[config.mk]
export PLATFORM = sky130hd
export DESIGN_NAME = w_update_seq_flat
export DESIGN_NICKNAME = d
export VERILOG_FILES = /design/src/rtl/w_update_pkg.sv /design/src/rtl/w_update_seq_if.sv /design/src/rtl/w_update_alu.sv /design/src/rtl/w_update_seq.sv /design/src/flat_wrapper.sv
export SDC_FILE = /design/constraint.sdc
export NUM_CORES = 1
export LEC_CHECK = 0
export ABC_AREA = 1
export CAP_MARGIN = 30
export CORE_MARGIN = 5
export CORE_UTILIZATION = 30
export CTS_CLUSTER_SIZE = 25
export DETAILED_ROUTE_END_ITERATION = 10
export GPL_TIMING_DRIVEN = 0
export HOLD_SLACK_MARGIN = 0.03
export PLACE_DENSITY_LB_ADDON = 0.25
export SLEW_MARGIN = 20
export SYNTH_ARGS = -nofsm -noshare
export SYNTH_HDL_FRONTEND = slang
export SYNTH_SLANG_ARGS = --single-unit
[constraint.sdc]
create_clock -name clk -period 9.4 [get_ports clk]
set_input_delay 1.41 -clock clk [delete_from_list [all_inputs] [get_ports clk]]
set_output_delay 1.41 -clock clk [all_outputs]
set_load 0.05 [all_outputs]
[src/rtl/w_update_pkg.sv]
// Shared definitions for the weight-update sequencer.
//  - state_e   : sweep FSM encoding (IDLE/RUN/DONE)
//  - round_c() : round-half-up constant 1<<(qp-1) added before dropping qp bits
//  - sat_max() / sat_min() : clamp limits for a width-bit two's-complement value
// Optional feature macro used by the importers: W_UPDATE_SAT_EN.
package w_update_pkg;

  typedef enum logic [1:0] {
    ST_IDLE = 2'd0,
    ST_RUN  = 2'd1,
    ST_DONE = 2'd2
  } state_e;

  function automatic longint round_c(input int qp);
    return longint'(1) <<< (qp - 1);
  endfunction

  function automatic longint sat_max(input int width);
    return (longint'(1) <<< (width - 1)) - 1;
  endfunction

  function automatic longint sat_min(input int width);
    return -(longint'(1) <<< (width - 1));
  endfunction

endpackage

[src/rtl/w_update_seq_if.sv]
// Bus between the filter top-level (master) and the weight-update sequencer (slave).
// Handshake: start is a single-cycle request; it is accepted on the rising edge only
// when busy==0, otherwise it is dropped and overrun pulses in the same cycle.
// x_idx/x_in form a combinational fetch: slave presents x_idx, master returns
// x_in = x[x_idx] in the same cycle. w_rd_idx/w_rd_data is a combinational read port.
// dbg_state exposes the sweep FSM for observation.
interface w_update_seq_if #(
  parameter int WIDTH = 16,
  parameter int IDX_W = 3
);
  logic             start;
  logic [WIDTH-1:0] mu_error;
  logic [IDX_W-1:0] x_idx;
  logic [WIDTH-1:0] x_in;
  logic             busy;
  logic             done;
  logic             overrun;
  logic [IDX_W-1:0] w_rd_idx;
  logic [WIDTH-1:0] w_rd_data;
  logic [1:0]       dbg_state;

  modport master (
    output start, mu_error, x_in, w_rd_idx,
    input  x_idx, busy, done, overrun, w_rd_data, dbg_state
  );

  modport slave (
    input  start, mu_error, x_in, w_rd_idx,
    output x_idx, busy, done, overrun, w_rd_data, dbg_state
  );
endinterface

[src/rtl/w_update_alu.sv]
// Combinational weight update: w_new = w_old + round(x_in * mu).
// The product is 2*WIDTH bits, rounded half-up at bit QP, and the WIDTH bits
// above the fraction form the increment.
// Ports: w_old (current weight), x_in (sample), mu (mu_error), w_new (result).
// Macro W_UPDATE_SAT_EN: when defined the add saturates instead of wrapping.
module w_update_alu
  import w_update_pkg::*;
#(
  parameter int WIDTH = 16,
  parameter int QP    = 12
) (
  input  logic [WIDTH-1:0] w_old,
  input  logic [WIDTH-1:0] x_in,
  input  logic [WIDTH-1:0] mu,
  output logic [WIDTH-1:0] w_new
);
  localparam logic signed [2*WIDTH-1:0] RND = (2*WIDTH)'(round_c(QP));

  logic signed [2*WIDTH-1:0] x_ext;
  logic signed [2*WIDTH-1:0] mu_ext;
  logic signed [2*WIDTH-1:0] prod;
  logic signed [2*WIDTH-1:0] rnd;
  logic        [WIDTH-1:0]   inc;
  logic                      unused_rnd_bits;

  assign x_ext  = {{WIDTH{x_in[WIDTH-1]}}, x_in};
  assign mu_ext = {{WIDTH{mu[WIDTH-1]}}, mu};
  assign prod   = x_ext * mu_ext;
  assign rnd    = prod + RND;
  assign inc    = rnd[QP+WIDTH-1:QP];
  // Fraction bits and the product's top guard bits are intentionally discarded.
  assign unused_rnd_bits = ^{rnd[QP-1:0], rnd[2*WIDTH-1:QP+WIDTH]};

`ifdef W_UPDATE_SAT_EN
  localparam logic [WIDTH-1:0] SAT_HI = WIDTH'(sat_max(WIDTH));
  localparam logic [WIDTH-1:0] SAT_LO = WIDTH'(sat_min(WIDTH));
  logic [WIDTH:0] sum_ext;

  assign sum_ext = {w_old[WIDTH-1], w_old} + {inc[WIDTH-1], inc};

  // The two top bits disagree only when the true sum left the WIDTH-bit range;
  // the extra sign bit tells which side it left on.
  always_comb begin
    w_new = sum_ext[WIDTH-1:0];
    if (sum_ext[WIDTH] != sum_ext[WIDTH-1]) begin
      w_new = sum_ext[WIDTH] ? SAT_LO : SAT_HI;
    end
  end
`else
  assign w_new = w_old + inc;
`endif
endmodule

[src/rtl/w_update_seq.sv]
// Weight-update sequencer: one start runs a sweep that updates every tap
// weight[i] += round(x[i] * mu_error) using a single shared ALU.
// Ports: clk, reset (synchronous, active-low), bus (w_update_seq_if.slave:
// start/mu_error request, x_idx/x_in sample fetch, busy/done/overrun status,
// w_rd_idx/w_rd_data weight read port, dbg_state FSM state).
// Sweep: IDLE -> RUN (one tap per cycle) -> DONE (one cycle) -> IDLE,
// giving a period of NTAPS+2 cycles.
// Macro W_UPDATE_SAT_EN: saturating instead of wrapping weight add (in the ALU).
module w_update_seq
  import w_update_pkg::*;
#(
  parameter int WIDTH     = 16,
  parameter int QP        = 12,
  parameter int NTAPS     = 8,
  parameter int IDX_W     = $clog2(NTAPS),
  parameter int RESET_VAL = 0
) (
  input  logic           clk,
  input  logic           reset,
  w_update_seq_if.slave  bus
);
  localparam logic [1:0]       IDLE  = ST_IDLE;
  localparam logic [1:0]       RUN   = ST_RUN;
  localparam logic [1:0]       DONE  = ST_DONE;
  localparam logic [WIDTH-1:0] W_RST = WIDTH'(RESET_VAL <<< QP);
  localparam logic [IDX_W-1:0] LAST  = IDX_W'(NTAPS - 1);

  logic [1:0]       state_q, state_d;
  logic [IDX_W-1:0] idx_q, idx_d;
  logic [WIDTH-1:0] mu_q, mu_d;
  logic [WIDTH-1:0] wreg_q [NTAPS];
  logic [WIDTH-1:0] wreg_d [NTAPS];
  logic [WIDTH-1:0] alu_w_new;

  w_update_alu #(
    .WIDTH(WIDTH),
    .QP   (QP)
  ) u_alu (
    .w_old(wreg_q[idx_q]),
    .x_in (bus.x_in),
    .mu   (mu_q),
    .w_new(alu_w_new)
  );

  always_comb begin
    state_d = state_q;
    idx_d   = idx_q;
    mu_d    = mu_q;
    wreg_d  = wreg_q;
    case (state_q)
      IDLE: begin
        if (bus.start) begin
          mu_d    = bus.mu_error;
          idx_d   = '0;
          state_d = RUN;
        end
      end
      RUN: begin
        wreg_d[idx_q] = alu_w_new;
        if (idx_q == LAST) begin
          idx_d   = '0;
          state_d = DONE;
        end else begin
          idx_d = idx_q + IDX_W'(1);
        end
      end
      DONE:    state_d = IDLE;
      default: state_d = IDLE;
    endcase
  end

  always_ff @(posedge clk) begin
    if (!reset) begin
      state_q <= IDLE;
      idx_q   <= '0;
      mu_q    <= '0;
      for (int i = 0; i < NTAPS; i++) begin
        wreg_q[i] <= W_RST;
      end
    end else begin
      state_q <= state_d;
      idx_q   <= idx_d;
      mu_q    <= mu_d;
      wreg_q  <= wreg_d;
    end
  end

  assign bus.busy      = (state_q != IDLE);
  assign bus.done      = (state_q == DONE);
  // A start during reset is dropped entirely, so it does not count as an overrun.
  assign bus.overrun   = bus.start && bus.busy && reset;
  assign bus.x_idx     = (state_q == RUN) ? idx_q : '0;
  assign bus.dbg_state = state_q;
  // Reads see the registers, so the tap being written this cycle returns its old value.
  assign bus.w_rd_data = (32'(bus.w_rd_idx) < NTAPS) ? wreg_q[bus.w_rd_idx] : '0;
endmodule

[src/flat_wrapper.sv]
// flat-port wrapper written by rule: the top's interface ports become plain ports
module w_update_seq_flat import w_update_pkg::*;
#(
  parameter int WIDTH     = 16,
  parameter int QP        = 12,
  parameter int NTAPS     = 8,
  parameter int IDX_W     = $clog2(NTAPS),
  parameter int RESET_VAL = 0
)
  (clk, reset, bus_start, bus_mu_error, bus_x_in, bus_w_rd_idx, bus_x_idx, bus_busy, bus_done, bus_overrun, bus_w_rd_data, bus_dbg_state);
  w_update_seq_if #(.WIDTH(WIDTH), .IDX_W(IDX_W)) bus_i ();
  input  logic clk;
  input  logic reset;
  input wire logic [$bits(bus_i.start)-1:0] bus_start;
  input wire logic [$bits(bus_i.mu_error)-1:0] bus_mu_error;
  input wire logic [$bits(bus_i.x_in)-1:0] bus_x_in;
  input wire logic [$bits(bus_i.w_rd_idx)-1:0] bus_w_rd_idx;
  output wire logic [$bits(bus_i.x_idx)-1:0] bus_x_idx;
  output wire logic [$bits(bus_i.busy)-1:0] bus_busy;
  output wire logic [$bits(bus_i.done)-1:0] bus_done;
  output wire logic [$bits(bus_i.overrun)-1:0] bus_overrun;
  output wire logic [$bits(bus_i.w_rd_data)-1:0] bus_w_rd_data;
  output wire logic [$bits(bus_i.dbg_state)-1:0] bus_dbg_state;
  assign bus_i.start = bus_start;
  assign bus_i.mu_error = bus_mu_error;
  assign bus_i.x_in = bus_x_in;
  assign bus_i.w_rd_idx = bus_w_rd_idx;
  assign bus_x_idx = bus_i.x_idx;
  assign bus_busy = bus_i.busy;
  assign bus_done = bus_i.done;
  assign bus_overrun = bus_i.overrun;
  assign bus_w_rd_data = bus_i.w_rd_data;
  assign bus_dbg_state = bus_i.dbg_state;
  w_update_seq #(.WIDTH(WIDTH), .QP(QP), .NTAPS(NTAPS), .IDX_W(IDX_W), .RESET_VAL(RESET_VAL)) u_core (.clk(clk), .reset(reset), .bus(bus_i));
endmodule
==> results of run 1 <==
[how the worst max path moves through the flow]
| stage | cells past startpoint | to | start |
|---|---|---|---|
| final | 31 | u_core.wreg_q[79]$_SDFFE_PN0P_ | bus_x_in[14] |
| after global routing | 31 | u_core.wreg_q[63]$_SDFFE_PN0P_ | bus_x_in[14] |
| after CTS | 31 | u_core.wreg_q[79]$_SDFFE_PN0P_ | bus_x_in[9] |
| after detailed placement | 31 | u_core.wreg_q[79]$_SDFFE_PN0P_ | bus_x_in[9] |
| after global placement | 31 | u_core.wreg_q[31]$_SDFFE_PN0P_ | bus_x_in[9] |
| after floorplan | 33 | u_core.wreg_q[31]$_SDFFE_PN0P_ | bus_x_in[6] |
[cell families after synthesis]
group           count (synthesis)  share of synthesized area
flops                         149                     0.1706
buf+inv                       758                     0.1644
fa+ha+maj                     320                     0.3278
compound gates                537                     0.1655
xor+xnor                       30                    0.01546
simple gates                  656                     0.1562
[layout make-up]
class | instances | area, um2
Multi-Input combinational cell | 1543 | 11650
Fill cell | 6270 | 38100
Sequential cell | 149 | 2983
Clock inverter | 13 | 133.9
Clock buffer | 19 | 442.9
Buffer | 130 | 525.5
Inverter | 628 | 2357
Tap cell | 765 | 957.2
Timing Repair Buffer | 56 | 550.5
[cell usage after synthesis, drive strengths merged]
master   instances
inv            624
nand2          401
o21ai          251
fa             230
a21oi          215
nor2           179
dfxtp          149
clkbuf         104
ha              90
nand3           45
buf             26
o211ai          24
xor2            20
a31oi           18
nand4           15
a221oi          11
xnor2           10
or2              8
a21o             5
o2111ai          5
clkinv           4
nor3             3
nor4             3
o21bai           3
nand3b           2
a211o            1
a21boi           1
a221o            1
o21a             1
o221ai           1
[metal layers]
metal  global-route usage  vias up
met3              0.02577       64
met4              0.04725        0
met2               0.3086      466
li1                     -     7601
met1               0.2594     7682
met5                    0        -
[stage by stage]
stage	util	setup slack [ns]
finish	0.3397	0.3338
global route	0.3397	-0.009735
CTS	0.3392	0.008185
detailed placement	0.3292	-0.4291
global placement	0.3287	-0.3353
floorplan	-	1.419
[worst max-delay path: cells and delay by family]
kind            cells  cell delay (ns)
fa+ha+maj           8             3.65
buf+inv             7             1.65
simple gates       10             1.24
compound gates      5             1.19
xor+xnor            1             0.25
[flip-flops by register name, summed over array words and instances (netlist names)]
name and flops:
u_core.bus.dbg_state 2, u_core.idx_q 3, u_core.mu_q 16, u_core.wreg_q 128
==> run metrics, run 1 <==
outcome complete, no violations; post-route insts no fill 3303; GPL Wtd Cong 0.9397; cell mode on critical path fa_1; CP Class in -> reg; gr usage total 0.1866; worst r2r path cells 31; gr ovfl total 0; core area 57700 um2; Hold Slack 0.4897 ns; hold path endpoint u_core.wreg_q[64]$_SDFFE_PN0P_; Die X 251.4 um; Post-DP HPWL 48400 um; Seq/Total Area, Yosys 0.1706; worst path required time 9.75 ns; HP Class reg -> reg; most common cell after layout, fill and taps aside inv_1; Post-CTS Resized 0; DR WL/cell 17.77 um; vias 15810; Syn Area/Cell about 7.1 um2; DP Area ~19000 um2; largest net degree at the start of global routing 17; clk buf depth 2; Worst Max-Slew Pin Slew 0.9313 ns; post-synth top area share 0.2633; DRC marker count from the first detailed-route iteration 1174; Area contributors post-synth fa_1 26%, dfxtp_1 17%, inv_1 13%; most frequent cells in the layout 605 x inv_1, 386 x nand2_1, 230 x fa_1; die footprint 63210 um2; # DRC 0; Max stage delay cell, worst path clkdlybuf4s50_1; Area growth syn-to-layout 12.09%; DP Cell Count 3270; Final Hold Fails 0; Yosys top cell by area fa_1; CTS tree built; Worst Path Arrival 9.41 ns; Slew Limit Fails 0; Met2 Wirelength 27200 um; hold_buf cts 0; r2r endpoint u_core.wreg_q[79]$_SDFFE_PN0P_; max_slew headroom 0.3770; RR Startpoint u_core.mu_q[7]$_SDFFE_PN0P_; nets@finish slightly below 3000; fin area 19600 um2; Max Freq about 0.11 GHz; remaining antenna violation count after routing 0; hold path startpoint u_core.wreg_q[64]$_SDFFE_PN0P_; overall routed net length 58690 um; CTS Buf Count 17; slowest stage delay, CP between 0.7 and 0.8 ns; post-synthesis cell count 2450; Max Cap Viol 0; setup TNS 0 ns; vias per inst 4.787; count of different cell masters after synthesis 44; first-pass GRT wire length 92690 um; Final min period 9.066 ns; Cell Area, Synth around 17000 um2; YS warnings 0; number of global-route vias before repair around 16000; crit path launch type primary input; ANT cells 0; CTS Sinks 149; number of primary I/O pins 62; port buffer count 52; Initial Util 0.3030; layout cells sized above 1 0.04925; Die H 251.4 um; hold path depth 2; Post-CTS Setup Bufs 0; final period utilization 0.9645; worst skew pair latency 0.46 ns; worst-path fanout max 10; register-to-register setup slack between 1 and 1.5 ns; worst-case clock skew ~0.017 ns; CTS root buf clkbuf_16; crit end category flip-flop; WL met3 3558 um; DR top layer met4; met1 WL roughly 27000 um; H-tree depth 4; Worst-path clk slew 0.06 ns; initial antenna violation count 1; final setup fails 0; Row Count 88; post-synthesis register bit count between 100 and 150; Initial DRT Pass Iterations 7; syn_nets 2808
Power of run 1 is left out: the tool's default activity adds up to more than one toggle a clock period on the data nets, which glitch-free logic cannot reach.
==> run 2: changes to the inputs <==
Settings changed: REMOVE_ABC_BUFFERS set to 1.
==> run 2 against run 1 <==
  * Worst setup slack got worse by 0.0086 ns
  * Register-to-register slack improved by 0.25 ns
  * Die area unchanged
  * Design area decreased by 1.4%
==> run metrics, run 2 (same netlist as run 1, synthesis figures left out) <==
vias per inst 4.779 (-0.17%); gr usage total 0.1669 (-0.01976); layout cells sized above 1 0.04955 (+0.0002945); first-pass GRT wire length 84850 um (-8.5%); port buffer count 61 (+17%); CTS tree built; Die H 251.4 um (unchanged); RR Startpoint u_core.mu_q[7]$_SDFFE_PN0P_; hold path startpoint u_core.wreg_q[48]$_SDFFE_PN0P_; GPL Wtd Cong 0.8231 (-12%); core area 57700 um2 (unchanged); HP Class reg -> reg; # DRC 0 (unchanged); worst-case clock skew 0.01347 ns (-0.003098 ns); CTS root buf clkbuf_16; Final min period 9.075 ns (+0.008609 ns); number of global-route vias before repair 15680 (-2.5%); overall routed net length 51000 um (-13%); ANT cells 0 (unchanged); max_slew headroom 0.3893 (+0.01232); DR WL/cell 16.00 um (-9.9%); Area growth syn-to-layout 10.54%; gr ovfl total 0 (unchanged); largest net degree at the start of global routing 69 (+52); H-tree depth 4 (unchanged); vias 15230 (-3.7%); dpl ws -0.2869 ns (+0.1422 ns); Final Hold Fails 0 (unchanged); Slew Limit Fails 0 (unchanged); Worst-path clk slew 0.07 ns (about the same); remaining antenna violation count after routing 0 (unchanged); DRC marker count from the first detailed-route iteration 920 (-22%); Max Freq 0.1102 GHz (about the same); post-route setup slack 0.3252 ns (-0.008609 ns); cell mode on critical path inv_1; CTS Buf Count 17 (unchanged); most flop-heavy register u_core.wreg_q; slowest stage delay, CP 1.04 ns (+0.31 ns); final setup fails 0 (unchanged); Initial DRT Pass Iterations 5 (-2); Row Count 88 (unchanged); crit path launch type primary input; die footprint 63210 um2 (unchanged); Worst Path Arrival 9.45 ns (+0.04 ns); initial antenna violation count 0 (-1); largest registers u_core.wreg_q: 128 flops, u_core.mu_q: 16 flops, u_core.idx_q: 3 flops; CTS Sinks 149 (unchanged); RSZ-0062 raised after global routing false; number of primary I/O pins 62 (unchanged); setup TNS 0 ns (unchanged); most common cell after layout, fill and taps aside inv_1; final period utilization 0.9654 (about the same); worst skew pair latency 0.48 ns (+0.02 ns); Die X 251.4 um (unchanged); DP Area 18750 um2 (-1.3%); crit end category flip-flop; worst-path fanout max 16 (+6); CP Class in -> reg; outcome complete, no violations; Post-DP HPWL 38140 um (-21%); Worst Max-Slew Pin Slew 0.9150 ns (-0.01633 ns); most frequent cells in the layout 602 x inv_1, 386 x nand2_1, 230 x fa_1; crit path launch bus_x_in[5]; nets@finish 2768 (-4.0%); worst path required time 9.78 ns (+0.03 ns); Initial Util 0.3030 (unchanged); Max Cap Viol 0 (unchanged); clk buf depth 2 (unchanged); Max stage delay cell, worst path clkdlybuf4s50_1; number of flip-flops in the largest register 128 (unchanged); fin area 19330 um2 (-1.4%); Fillers 6244 (-0.41%)
## run 2: final timing paths
kind / end / slack, ns / cells after the start
max: u_core.wreg_q[31]$_SDFFE_PN0P_ / 0.33 / 32
min: u_core.wreg_q[48]$_SDFFE_PN0P_ / 0.48 / 2
max reg2reg: u_core.wreg_q[31]$_SDFFE_PN0P_ / 1.36 / 31
min reg2reg: u_core.wreg_q[48]$_SDFFE_PN0P_ / 0.48 / 2
## run 2: routing by layer
layer | GRT usage | routed length, um | vias up
li1 | - | - | 7359
met1 | 0.2252 | 23230 | 7406
met2 | 0.2796 | 23920 | 402
met3 | 0.02794 | 2817 | 64
met4 | 0.04382 | 1023 | 0
met5 | 0 | 0 | -
## run 2: final cells by class
class / count / area, um2 / area share
multi-input cells: 1543 / 11650 / 0.6029
flip-flops and latches: 149 / 2984 / 0.1544
inverters: 628 / 2362 / 0.1222
well taps: 765 / 957.2 / 0.04952
repair buffers: 71 / 812.0 / 0.04201
clock buffers: 17 / 425.4 / 0.02201
clock inverters: 14 / 133.9 / 0.006927
## run 2: metrics by stage
| stage | instances | hold slack [ns] | utilization |
|---|---|---|---|
| floorplan | 2320 | 0.4439 | - |
| global placement | 3146 | 0.4652 | 0.3212 |
| detailed placement | 3156 | 0.4691 | 0.3249 |
| CTS | 3187 | 0.4793 | 0.3346 |
| global route | 3187 | 0.4990 | 0.3350 |
| finish | 3187 | 0.4789 | 0.3350 |
## run 2: worst max-delay path, delay by kind of cell
kind	cells	cell delay (ns)
simple gates	10	1.25
compound gates	5	1.15
xor+xnor	1	0.44
fa+ha+maj	8	3.70
buf+inv	8	1.48
## run 2: repair_timing
action / in CTS / in global routing
resized for setup: 0 / 5
endpoints found under the setup margin: 0 / 18
setup buffers: 0 / 0
hold buffers: 0 / 0
Power of run 2 is left out for the same reason.
==> run 3: changes to the inputs <==
--- a/config.mk
+++ b/config.mk
@@ -8,5 +8,4 @@
 export ABC_AREA = 1
 export CAP_MARGIN = 30
-export CORE_MARGIN = 5
 export CORE_UTILIZATION = 30
 export CTS_CLUSTER_SIZE = 25
==> constraint.sdc (replaced) <==
create_clock -name clk -period 9.4 [get_ports clk]
set_input_delay 1.88 -clock clk [delete_from_list [all_inputs] [get_ports clk]]
set_output_delay 1.88 -clock clk [all_outputs]
set_load 0.05 [all_outputs]
==> run 3 against run 2 <==
  * The flow now finishes with violations (DRC)
  * Final cell count about the same
  * Count of clock-buffer cells in the layout rose by 1
  * Flip-flop and latch count unchanged
  * Critical path type unchanged
  * Critical endpoint is now u_core.wreg_q[127]$_SDFFE_PN0P_
==> run metrics, run 3 (same netlist as run 1, synthesis figures left out) <==
outcome finished, violations left; failing checks DRC; crit end category flip-flop; dpl ws -0.6750 ns (-0.3881 ns); gr usage total 0.1772 (+0.01030); number of flip-flops in the largest register 128 (unchanged); port buffer count 61 (unchanged); worst r2r path cells 29 (-6.5%); layout cells sized above 1 0.05118 (+0.001630); post-route setup slack 0.4296 ns (+0.1044 ns); Worst-path clk slew 0.07 ns (about the same); CP Class in -> reg; Die H 243.4 um (-3.2%); worst-path fanout max 16 (unchanged); worst skew pair latency 0.49 ns (about the same); vias per inst 4.761 (-0.37%); Max Cap Viol 0 (unchanged); CTS Buf Count 17 (unchanged); hold path endpoint u_core.wreg_q[48]$_SDFFE_PN0P_; DRC marker count from the first detailed-route iteration 1356 (+47%); RR Startpoint u_core.mu_q[1]$_SDFFE_PN0P_; H-tree depth 4 (unchanged); worst path required time 9.78 ns (about the same); slowest stage delay, CP 0.65 ns (-0.39 ns); Initial Util 0.3036 (+0.0005794); Area growth syn-to-layout 10.85%; crit path launch type primary input; nets@finish 2768 (unchanged); hold path depth 2 (unchanged); final core occ 0.3366 (+0.001575); GPL Wtd Cong 0.8244 (+0.16%); most frequent cells in the layout 602 x inv_1, 386 x nand2_1, 230 x fa_1; number of primary I/O pins 62 (unchanged); worst-case clock skew 0.01553 ns (+0.002061 ns); Worst Path Arrival 9.35 ns (-0.10 ns); CTS root buf clkbuf_16; Post-CTS Setup Bufs 0 (unchanged); hold path startpoint u_core.wreg_q[48]$_SDFFE_PN0P_; hold_buf cts 0 (unchanged); overall routed net length 50390 um (-1.2%); register-to-register setup slack 1.54 ns (+0.18 ns); largest net degree at the start of global routing 72 (+4.3%); gr ovfl total 0 (unchanged); initial antenna violation count 0 (unchanged); DR WL/cell 15.80 um (-1.3%); Slew Limit Fails 0 (unchanged); Max Freq 0.1115 GHz (+1.2%); cell mode on critical path fa_1; Final Hold Fails 0 (unchanged); clk buf depth 2 (unchanged); CTS tree built; Worst Max-Slew Pin Slew 0.9546 ns (+0.03958 ns); first-pass GRT wire length 81880 um (-3.5%); RSZ-0062 raised after global routing false; r2r endpoint u_core.wreg_q[127]$_SDFFE_PN0P_; die footprint 59250 um2 (-6.3%); number of global-route vias before repair 15040 (-4.1%); largest registers u_core.wreg_q: 128 flops, u_core.mu_q: 16 flops, u_core.idx_q: 3 flops; final period utilization 0.9543 (-0.01111); Initial DRT Pass Iterations 9 (+4); final setup fails 0 (unchanged); Max stage delay cell, worst path dlymetal6s2s_1; Final min period 8.970 ns (-0.1044 ns); most flop-heavy register u_core.wreg_q; remaining antenna violation count after routing 0 (unchanged); # DRC 2 (+2); core area 57590 um2 (-0.19%); HP Class reg -> reg; Row Count 88 (unchanged); Die X 243.4 um (-3.2%); Post-DP HPWL 36840 um (-3.4%); CTS Sinks 149 (unchanged); vias 15180 (-0.31%); most common cell after layout, fill and taps aside inv_1; max_slew headroom 0.3629 (-0.02641)
run 3: cell types whose count changed in the layout (fill, tap and decap cells not counted), sizes merged, moves of 3 or more:
cell           delta
clkdlybuf4s50    -13
dlymetal6s2s     +10
clkbuf            +4
clkinv            +3
clkinvlp          -3
run 3: routing by layer:
metal,GRT usage,part of all wire
met1,0.2431,0.47
met2,0.2848,0.46
met3,0.03084,0.051
met4,0.04865,0.020
met5,0,0
run 3: final cells by class:
cell class / instances / area, um2
diodes: 1 / 2.502
well taps: 765 / 957.2
clock buffers: 18 / 439.2
inverters: 628 / 2362
clock inverters: 14 / 176.4
repair buffers: 71 / 807.0
fillers: 6148 / 38200
flip-flops and latches: 149 / 2984
multi-input cells: 1543 / 11650
run 3: stage by stage:
| stage | TNS, ns | hold slack (ns) | std cells | area [um2] |
|---|---|---|---|---|
| final | 0 | 0.4838 | 3189 | 19380 |
| after detailed placement | -14.67 | 0.4748 | 3155 | 18720 |
| after CTS | 0 | 0.4857 | 3187 | 19340 |
| after floorplan | 0 | 0.4439 | 2320 | 16970 |
| after global routing | 0 | 0.5149 | 3188 | 19380 |
| after global placement | -21.92 | 0.4658 | 3146 | 18530 |
run 3: worst max-delay path: cells and delay by family:
kind / cells / cell delay, ns
buf+inv: 6 / 0.95
fa+ha+maj: 8 / 3.74
compound gates: 5 / 1.15
simple gates: 10 / 1.30
xor+xnor: 1 / 0.33
run 3: timing repair:
item | in CTS | in global routing
hold endpoints to repair | 0 | 0
setup endpoints to repair | 8 | 57
pin swaps | 0 | 0
gates resized for setup | 3 | 20
run 3: how the worst max path moves through the flow:
stage,endpoint,start,cells after the start
after global routing,u_core.wreg_q[111]$_SDFFE_PN0P_,bus_x_in[15],30
final,u_core.wreg_q[127]$_SDFFE_PN0P_,bus_x_in[8],30
after detailed placement,u_core.wreg_q[127]$_SDFFE_PN0P_,bus_x_in[7],32
after floorplan,u_core.wreg_q[15]$_SDFFE_PN0P_,bus_x_in[15],29
after CTS,u_core.wreg_q[127]$_SDFFE_PN0P_,bus_x_in[15],30
after global placement,bus_w_rd_data[11],bus_w_rd_idx[0],8
Power of run 3 is left out for the same reason.
==> variant 1, RTL diff (flow settings as in run 2) <==
Take the reset off `mu_q` and load it in a clocked block of its own.
--- a/src/rtl/w_update_seq.sv
+++ b/src/rtl/w_update_seq.sv
@@ -75,3 +75,2 @@
       idx_q   <= '0;
-      mu_q    <= '0;
       for (int i = 0; i < NTAPS; i++) begin
@@ -82,5 +81,8 @@
       idx_q   <= idx_d;
-      mu_q    <= mu_d;
       wreg_q  <= wreg_d;
     end
+  end
+
+  always_ff @(posedge clk) begin
+    mu_q <= mu_d;
   end
Function: not settled (the Yosys comparison gave no result); the edit may change what the design does.
==> variant 1 against run 2 <==
- synthesized area fell by 0.29%
- routed wire length down 2.6%
- cell area hardly changed
- first-iteration DRC count rose by 2.0%
- worst hold slack better by 0.0016 ns
- sequential cell count unchanged
- via count is 2.3% lower
- count of clock-buffer cells in the layout increased by 4
- cell count decreased by 1.0%
- clock skew decreased by 0.0020 ns
- worst setup slack better by 0.20 ns
- fmax up 2.2%
- non-clock buffer count decreased by 1
- critical path type unchanged
Power is not shown: default switching activity piles up to over one toggle a cycle in this logic, so the estimate is an artifact.
==> variant 1: results (changes against run 2) <==
* routing usage on met3: 0.01945, -0.008486
* DR WL/cell: 15.74 um, -1.6%
* post-synthesis sequential area ratio: 0.1803, +0.009689
* peak per-stage delay on the critical path: 0.97 ns, -0.07 ns
* tightest hold margin: 0.4805 ns, +0.001595 ns
* area share of fa/ha/maj cells after synthesis: 0.3287, +0.0009645
* total number of vias: 14880, -2.3%
* global-route wire length before repair: 81890 um, -3.5%
* wire length on met2: 24010 um, +0.38%
* startpoint of the most critical register-to-register path: u_core.mu_q[1]$_DFFE_PP_
* worst clock skew on the final layout: 0.01149 ns, -0.001984 ns
* instance area after placement: 18660 um2, -0.46%
* area share of xor/xnor cells in the synthesized design: 0.01694, +0.001481
* # placed instances: 3121, -1.1%
* worst-case hold path end point: u_core.wreg_q[65]$_SDFFE_PN0P_
* compound-cell area share of the yosys netlist: 0.1560, -0.009561
* Post-Route WL: 49670 um, -2.6%
* detailed placement HPWL: 37410 um, -1.9%
* worst rel slew slack: 0.2935, -0.09577
* cells after synthesis: 2412, -1.6%
* count of distinct cell types in the synthesized netlist: 46, +4.5%
* launch point of the worst path: bus_x_in[7]
* Clk Latency, worst-skew pair: 0.44 ns, -0.04 ns
* # nets final: 2734, -1.2%
* overall global routing resource usage: 0.1587, -0.008144
* number of enable-type register cells in the synthesized netlist: 16, +16
* routed length on met1: 22420 um, -3.5%
* top cells by instance count after synthesis: inv_1 (616), nand2_1 (410), fa_1 (230)
* layout cells sized above 1: 0.04144, -0.008106
* number of antenna violations at the first check in global routing: 1, +1
* met1 GRT Util: 0.2086, -0.01661
* run status: finished, final reports clean
* top post-synthesis cells by area: fa_1 (26%), dfxtp_1 (15%), inv_1 (13%)
* RePlAce Congestion: 0.8513, +3.4%
## variant 1: cell count changes in the layout (fill, tap and decap cells not counted), moves of 8 or more
cell      change
nand3_1      +14
dfxtp_1      -16
nor2_1       -27
o21ai_1       +8
o21ai_0      -37
nand2_1      +24
edfxtp_1     +16
inv_1        +13
## variant 1: cell type report
cell class | count | area (um2) | area share
Clock buffer | 21 | 471.7 | 0.02440
Clock inverter | 11 | 170.2 | 0.008803
Tap cell | 765 | 957.2 | 0.04952
Sequential cell | 149 | 3144 | 0.1627
Multi-Input combinational cell | 1503 | 11440 | 0.5921
Antenna cell | 1 | 2.502 | 0.0001295
Timing Repair Buffer | 70 | 749.5 | 0.03877
Inverter | 635 | 2390 | 0.1236
## variant 1: repair_timing
action	CTS	global route
buffers inserted	0	0
gates resized for setup	0	2
endpoints found under the setup margin	0	7
hold buffers	0	0
==> variant 2, RTL diff (settings of run 2) <==
Without the edit above. Build with the macro `W_UPDATE_SAT_EN` defined.
--- a/src/rtl/w_update_alu.sv
+++ b/src/rtl/w_update_alu.sv
@@ -5,2 +5,4 @@
 // Macro W_UPDATE_SAT_EN: when defined the add saturates instead of wrapping.
+`define W_UPDATE_SAT_EN
+
 module w_update_alu
Function: not settled (the Yosys comparison gave no result); the edit may change what the design does.
==> variant 2 against run 2 <==
- worst setup slack better by 0.15 ns
- clock skew up 0.0038 ns
- utilization down 0.45 points
- largest cell class unchanged
- fmax up 1.7%
- sequential cell count unchanged
- routed wire length up 7.1%
- first-iteration DRC count up 9.2%
- cell count up 8.9%
- synthesized area up 5.8%
- global-route usage about the same
- cell area up 4.9%
- via count up 5.6%
Power is left out: the tool's default activity adds up to more than one toggle a clock period on the data nets, which glitch-free logic cannot reach.
==> variant 2: results (changes against run 2) <==
* run status: finished, final reports clean
* post-synthesis average cell area: 6.799 um2, -4.7%
* post-detailed-route via-to-cell ratio: 4.636, -3.0%
* critical path peak fanout: 56, +40
* RePlAce Congestion: 0.8457, +2.7%
* clock tree root buffer cell: clkbuf_16
* termination of the worst setup path: u_core.wreg_q[123]$_SDFFE_PN0P_
* count of distinct cell types in the synthesized netlist: 38, -14%
* Post-Route WL: 54610 um, +7.1%
* worst rel slew slack: 0.3539, -0.03538
* Post-Place Worst Slack: -0.6889 ns, -0.4020 ns
* crit path max-delay cell type: dlygate4sd2_1
* overall global routing resource usage: 0.1672, +0.0003745
* peak per-stage delay on the critical path: 0.75 ns, -0.29 ns
* Worst Reg-to-Reg Cells: 29, -6.5%
* tightest hold margin: 0.5056 ns, +0.02672 ns
* startpoint of the lowest-slack hold path: u_core.wreg_q[79]$_SDFFE_PN0P_
* instance area after placement: 19730 um2, +5.2%
* filler instances: 6720, +7.6%
* # nets final: 3027, +9.4%
* top post-synthesis cells by area: fa_1 (25%), dfxtp_1 (16%), inv_1 (13%)
* DR WL/cell: 15.74 um, -1.7%
* detailed placement HPWL: 39140 um, +2.6%
* post-synthesis sequential area ratio: 0.1613, -0.009303
* final worst path period share: 0.9494, -0.01597
* # placed instances: 3438, +8.9%
* data arrival time of the critical path: 9.30 ns, -0.15 ns
* startpoint of the most critical register-to-register path: u_core.mu_q[2]$_SDFFE_PN0P_
* layout cells sized above 1: 0.03657, -0.01298
* reg2reg end: u_core.wreg_q[114]$_SDFFE_PN0P_
* first-iteration detailed-routing DRC count: 1005, +9.2%
* Ant. Diodes: 0, unchanged
* top cells by instance count after synthesis: inv_1 (663), nand2_1 (554), a21oi_1 (238)
* global-route wire length before repair: 89170 um, +5.1%
* maximum number of pins on one net before global-route repair: 90, +30%
* launch point of the worst path: bus_x_in[11]
* area share of the leading cell type in the synthesized netlist: 0.2490, -0.01436
* worst-case hold path end point: u_core.wreg_q[79]$_SDFFE_PN0P_
* worst clock skew on the final layout: 0.01731 ns, +0.003842 ns
[variant 2: routing by layer]
| metal | track usage | up-vias | share of wire |
|---|---|---|---|
| li1 | - | 8066 | - |
| met3 | 0.02582 | 65 | 0.045 |
| met4 | 0.04471 | 0 | 0.018 |
| met5 | 0 | - | 0 |
| met2 | 0.2829 | 357 | 0.47 |
| met1 | 0.2244 | 7599 | 0.46 |
[variant 2: layout make-up]
type                    instances  area (um2)  area share
clock buffers                  18       429.2     0.02116
flip-flops and latches        149        2984      0.1471
multi-input cells            1752       12360      0.6097
inverters                     675        2541      0.1253
repair buffers                 72       835.8     0.04121
well taps                     790       988.4     0.04874
clock inverters                14       136.4    0.006725
[variant 2: logic make-up after synthesis]
kind of cell,share of synthesized area
simple gates,0.2198
compound gates,0.1203
flops,0.1613
fa+ha+maj,0.3112
xor+xnor,0.01468
buf+inv,0.1727
[variant 2: timing repair]
item,CTS,global route
gates resized for setup,11,20
endpoints found under the setup margin,40,120
hold endpoints to repair,0,0
